$ cat config.mk
export PLATFORM = sky130hd
export DESIGN_NAME = serial_byte_collector
export DESIGN_NICKNAME = d
export VERILOG_FILES = /design/src/rtl/serial_byte_collector.sv
export SDC_FILE = /design/constraint.sdc
export NUM_CORES = 1
export LEC_CHECK = 0
export ABC_AREA = 1
export BUFFER_PORTS_ARGS = -buffer_cell sky130_fd_sc_hd__buf_2
export CORE_MARGIN = 3
export CORE_UTILIZATION = 30
export CTS_CLUSTER_DIAMETER = 100
export DETAILED_ROUTE_END_ITERATION = 16
export GPL_TIMING_DRIVEN = 0
export PLACE_DENSITY_LB_ADDON = 0.2
export SLEW_MARGIN = 5
export SYNTH_ARGS = -nofsm -noshare
export SYNTH_HDL_FRONTEND = slang
export SYNTH_SLANG_ARGS = --single-unit
$ cat constraint.sdc
create_clock -name clk -period 2.57 [get_ports clk]
set_input_delay 0.771 -clock clk [delete_from_list [all_inputs] [get_ports clk]]
set_output_delay 0.771 -clock clk [all_outputs]
set_load 0.005 [all_outputs]
$ cat src/rtl/serial_byte_collector.sv
// serial_byte_collector: assembles a serial bit stream into DATA_W-bit words behind a valid/ready output register
module serial_byte_collector #(
  parameter int DATA_W = 8,
  parameter bit LSB_FIRST = 1'b1
) (
  input  logic                      clk,
  input  logic                      rst,
  input  logic                      bit_in_i,
  input  logic                      bit_valid_i,
  output logic                      bit_ready_o,
  input  logic                      frame_start_i,
  output logic [DATA_W-1:0]         data_o,
  output logic                      data_valid_o,
  input  logic                      data_ready_i,
  output logic [$clog2(DATA_W)-1:0] bit_cnt_o,
  output logic                      overrun_o,
  input  logic                      overrun_clr_i
);
  localparam int CW = $clog2(DATA_W);
  typedef enum logic {COLLECT, HOLD} state_t;
  state_t state_q, state_d;
  logic [DATA_W-1:0] sreg_q, sreg_d, data_q, data_d;
  logic [CW-1:0] cnt_q, cnt_d, pos, idx;
  logic valid_q, valid_d, ovr_q, ovr_d, accept, take, done;
  always_comb begin
    pos = frame_start_i ? '0 : cnt_q;
    idx = LSB_FIRST ? pos : CW'(DATA_W-1) - pos;
    accept = bit_valid_i && state_q == COLLECT;
    take = valid_q && data_ready_i;
    done = accept && pos == CW'(DATA_W-1);
    sreg_d = sreg_q;
    if (accept) sreg_d[idx] = bit_in_i;
    cnt_d = state_q == HOLD ? cnt_q : done ? '0 : accept ? pos + 1'b1 : pos;
    state_d = state_q;
    data_d = data_q;
    valid_d = valid_q && !take;
    // A completed word waits in sreg (HOLD) only if the output register is still occupied
    if (state_q == HOLD && take) begin
      state_d = COLLECT;
      data_d = sreg_q;
      valid_d = 1'b1;
    end else if (done && (!valid_q || take)) begin
      data_d = sreg_d;
      valid_d = 1'b1;
    end else if (done) begin
      state_d = HOLD;
    end
    ovr_d = (bit_valid_i && state_q == HOLD) || (ovr_q && !overrun_clr_i);
  end
  always_ff @(posedge clk or posedge rst) begin
    if (rst) begin
      state_q <= COLLECT;
      sreg_q <= '0;
      data_q <= '0;
      cnt_q <= '0;
      valid_q <= 1'b0;
      ovr_q <= 1'b0;
    end else begin
      state_q <= state_d;
      sreg_q <= sreg_d;
      data_q <= data_d;
      cnt_q <= cnt_d;
      valid_q <= valid_d;
      ovr_q <= ovr_d;
    end
  end
  assign bit_ready_o = state_q == COLLECT;
  assign data_o = data_q;
  assign data_valid_o = valid_q;
  assign bit_cnt_o = cnt_q;
  assign overrun_o = ovr_q;
endmodule

# Yosys cells after proc, flatten, opt, wreduce, memory -nomap -nowiden
# Cells that the tools add are included.
# word_totals
register_bits	22
elab_cells	43
# classes
n_addsub	1
n_lt_le_gt_ge	2
n_eq_ne	2
mux	14
n_bitwise	1
n_reduce_logical	17
# op_table
op	n
8-bit two-way mux	3
1-bit logical AND	9
3-bit two-way mux	3
8-bit bitwise mux	1
1-bit two-way mux	6
3-bit by 4-bit less-than comparator with 1-bit output (second input constant)	1
2-bit nonzero test	2
3-bit by 1-bit adder with 3-bit output (second input constant)	1
1-bit demux with 3-bit select	1
3-bit == test (second input constant)	1
3-bit by 1-bit greater-or-equal comparator with 1-bit output (second input constant)	1
1-bit logical NOT	3
1-bit logical OR	2
2-bit inequality test (second input constant)	1
2-bit AND reduction	1
1-bit NOT	1

# Depth between registers and ports, before layout
# logic_depth
ltp_word	9
depth_mapped	8

# Worst setup path after synthesis
# OpenSTA, ideal clock, no wires.
# synth_timing
path_type	in2reg
startpoint	input port frame_start_i
endpoint	register data_q[0], in the netlist data_o[0]
setup_ps	66
t_arrival_ps	1439
required_time_ps	2504
slack_ps	1065
stages	7
path_buffers	0
path_cell_list	inv_2 > nand2_1 > nor2_4 > nand3_4 > nand2_2 > nand3_1 > nand2_1
# synth_via
elab_chain_cells	9
elab_cells_between_ends	14
cone_classes	order compare: 2; eq/ne: 1; mux: 7; reduce/logical: 4
# synth_lines
item	line	source
start, declared	11	input logic frame_start_i,
3-bit two-way mux *	26	pos = frame_start_i ? '0 : cnt_q;
3-bit by 4-bit less-than comparator with 1-bit output (implied by the code) / 3-bit by 1-bit greater-or-equal comparator with 1-bit output (equally long branches)	32	if (accept) sreg_d[idx] = bit_in_i;
1-bit logical AND (implied by the code)	32	
1-bit two-way mux (implied by the code)	32	
1-bit demux with 3-bit select	32	
8-bit bitwise mux	32	
8-bit two-way mux	32	
8-bit two-way mux	42	end else if (done && (!valid_q || take)) begin
8-bit two-way mux	38	if (state_q == HOLD && take) begin
end signal, assigned	61	data_q <= data_d;
end, declared	22	logic [DATA_W-1:0] sreg_q, sreg_d, data_q, data_d;
# Mark *: on every way between the ends. The rest lies on a longest branch, timed or not. The select of a mux whose other input is x is not followed.
# A chain may end at the register's enable or synchronous reset.

# Worst setup path after layout
# layout_timing
startpoint	register state_q
endpoint	output port bit_ready_o
# layout_via
elab_chain_cells	1
# layout_lines
item	line	source
start, declared	21	state_t state_q, state_d;
start signal, assigned	59	state_q <= state_d;
1-bit NOT	67	assign bit_ready_o = state_q == COLLECT;
end, declared	10	output logic bit_ready_o,
# Every way passes these cells.

==> summary.md <==
| Metric | Value |
|---|---|
| Status | completed |
| Htree depth | 1 |
| Top post-synthesis cells by area | dfrtp_1 (51%), nand2_1 (13%), nand3_1 (12%), inv_1 (7.0%), nor2_4 (3.1%) |
| Net count, final | 163 |
| Die Ht | 65.9 um |
| R2r endpoint | data_o[7]$_DFFE_PP0P_ |
| CTS tree | yes |
| Sink Count | 22 |
| Worst Path Max Fanout | 5 |
| Antenna-violating nets left | 0 |
| Pwr Total | 0.524 mW |
| Ys async rst share | 100% |
| Final Instance Area | 1250 um2 |
| Max Root-Sink Buffers | 2 |
| Worst Hold End | data_o[5]$_DFFE_PP0P_ |
| Antenna violations before repair | 0 |
| Worst slew pin tran | 845 ps |
| TritonCTS Buffers | 3 |
| Total negative slack | 0 ps |
| Vias per cell | 4.50 |
| Commonest cells in the netlist | nand2_1 (38), nand3_1 (25), dfrtp_1 (22) |
| Row cnt | 21 |
| Vias in the first global route | 895 |
| Power Density | 417 nW/um2 |
| Area of placed instances | 1230 um2 |
| GRT Total Usage | 12.3% |
| Worst reg2reg startpoint | state_q$_DFFE_PP0P_ |
| DRT Pass-1 Iters | 4 |
| CTS Root Cell | clkbuf_4 |
| Netlist Area Pre-Place | 1070 um2 |
| # resized after CTS | 0 |
| Final setup violation count | 0 |
| Register area share after synthesis | 51.2% |
| First-pass GRT wire length | 4040 um |
| Mapped Avg Cell Area | 8.20 um2 |
| FF+latch area | 551 um2 |
| Pleak | 0.700 nW |
| Crit path required time | 1800 ps |
| Fraction of layout cells with a size suffix above 1 | 22.7% |
| HP Start | data_o[5]$_DFFE_PP0P_ |
| Yosys top cell by area | dfrtp_1 |
| Hold buffer count at cts | 0 |
| Max Slew Vio Count | 0 |
| GRT overflow | 0 |
| Drt wl/cell | 11.3 um |
| Maxcap violations | 0 |
| WL final | 2270 um |
| Final hold vios | 0 |
| Post-synth EDFFs | 0 |
| Achievable frequency | 0.572 GHz |
| I/O pin count | 21 |
| Cells after Synth | 131 |
| CP Class | reg2out |
| Core Footprint | 3390 um2 |
| Post-synth cell types | 20 |
| Area of the multi-input gates | 420 um2 |
| Flop2flop setup slack | 1200 ps |
| Worst EP arrival | 980 ps |
| Yosys top cell area share | 51.2% |
| Slew HR | 43.6% |
| Fill count | 375 |
| Hold path depth | 2 |
| Post-Syn Nets | 138 |
| Tcrit/Tclk final | 68.0% |
| Vias | 900 |
| Pin count of the biggest net entering global routing | 23 |
| Placed wire-length estimate | 1660 um |
| Worst-skew pair later-pin latency | 300 ps |
| Area grow syn2layout | 16.8% |
| Die width | 65.9 um |
| Buffers on Ports | 20 |
| Residual DRC | 0 |
| Seq cells post-synth | 22 |
| Setup bufs post-CTS | 0 |
| # diodes | 0 |
| Initial core utilization | 31.7% |
| Hold Path Class | reg2reg |
| CP Capture Type | primary output |
| Synth warnings | 0 |
| Clk_skew | 4.66 ps |
| RSZ-0062 raised after global routing | no |
| CP Launch Type | register |
| Min Clock Period, post-route | 1750 ps |
| Iter 0 DRT Violations | 32 |
| Die area | 4340 um2 |
| GPL Wtd Cong | 0.747 |
| Top FF cell, synth | dfrtp_1 |
| Most numerous cell in the Yosys netlist | nand2_1 |
| Peak VDD IR | 0.125 mV |
| Depth of the most critical reg-to-reg path | 5 |
| CTS clk-pin slew, worst paths | 120 ps |
-- critical path, cell delays in order (launching register included) --
cell and delay [ps]:
dfrtp_1 450, inv_4 110, buf_2 110
-- power by group --
group / leakage [nW] / internal (mW) / switching (mW)
Sequential: 0.257 / 0.347 / 0.000453
Clock: 0.0138 / 0.0547 / 0.0993
Combinational: 0.429 / 0.00621 / 0.0159
-- cell usage in the layout (no fill, tap or decap), drive strengths merged --
master	instances
o21ai	3
nor3	1
inv	23
dfrtp	22
clkbuf	4
nand3b	1
buf	21
a21oi	1
nor2	7
o22ai	2
nand3	26
nand4	2
nand2	41
-- through the flow --
step	setup WS (ps)	std cells	util, %	hold slack, ps
after floorplan	1070	131	-	459
after global placement	682	197	36.4	476
after detailed placement	668	197	36.4	490
after CTS	807	200	37.0	521
after global routing	772	200	37.0	535
final	821	200	37.0	511
-- worst max-delay path by stage --
stage	from	end	cells past startpoint
after floorplan	frame_start_i	data_o[0]$_DFFE_PP0P_	7
after global placement	frame_start_i	data_o[1]$_DFFE_PP0P_	8
after detailed placement	frame_start_i	data_o[1]$_DFFE_PP0P_	8
after CTS	state_q$_DFFE_PP0P_	bit_ready_o	2
after global routing	state_q$_DFFE_PP0P_	bit_ready_o	2
final	state_q$_DFFE_PP0P_	bit_ready_o	2
-- per-layer routing --
metal	GRT usage (%)	wire, um	vias to the layer above	share of wire, %
li1	-	-	461	-
met1	15.9	1070	418	47
met2	20.4	1070	16	47
met3	1.53	78	5	3.4
met4	5.44	48	0	2.1
met5	0	0	-	0
-- registers in the layout (all words and copies together), names as in the netlist --
name	count
data_valid_o	1
bit_cnt_o	3
state_q	1
sreg_q	8
overrun_o	1
data_o	8
-- final cells by class --
type,count,area share (%)
flip-flops and latches,22,43.9
well taps,46,4.59
plain buffers,2,1.20
multi-input cells,84,33.5
clock buffers,3,1.79
inverters,23,7.08
repair buffers,20,7.98
-- cell families (layout without fill, tap and decap cells) --
logic type,after synthesis,count (layout),synth area share [%]
AND/OR/NAND/NOR,78,78,36.1
AO/OA/AOI/OAI,6,6,3.03
flip-flops,22,22,51.2
buffers and inverters,25,48,9.66
(Power assumes the default switching activity.)
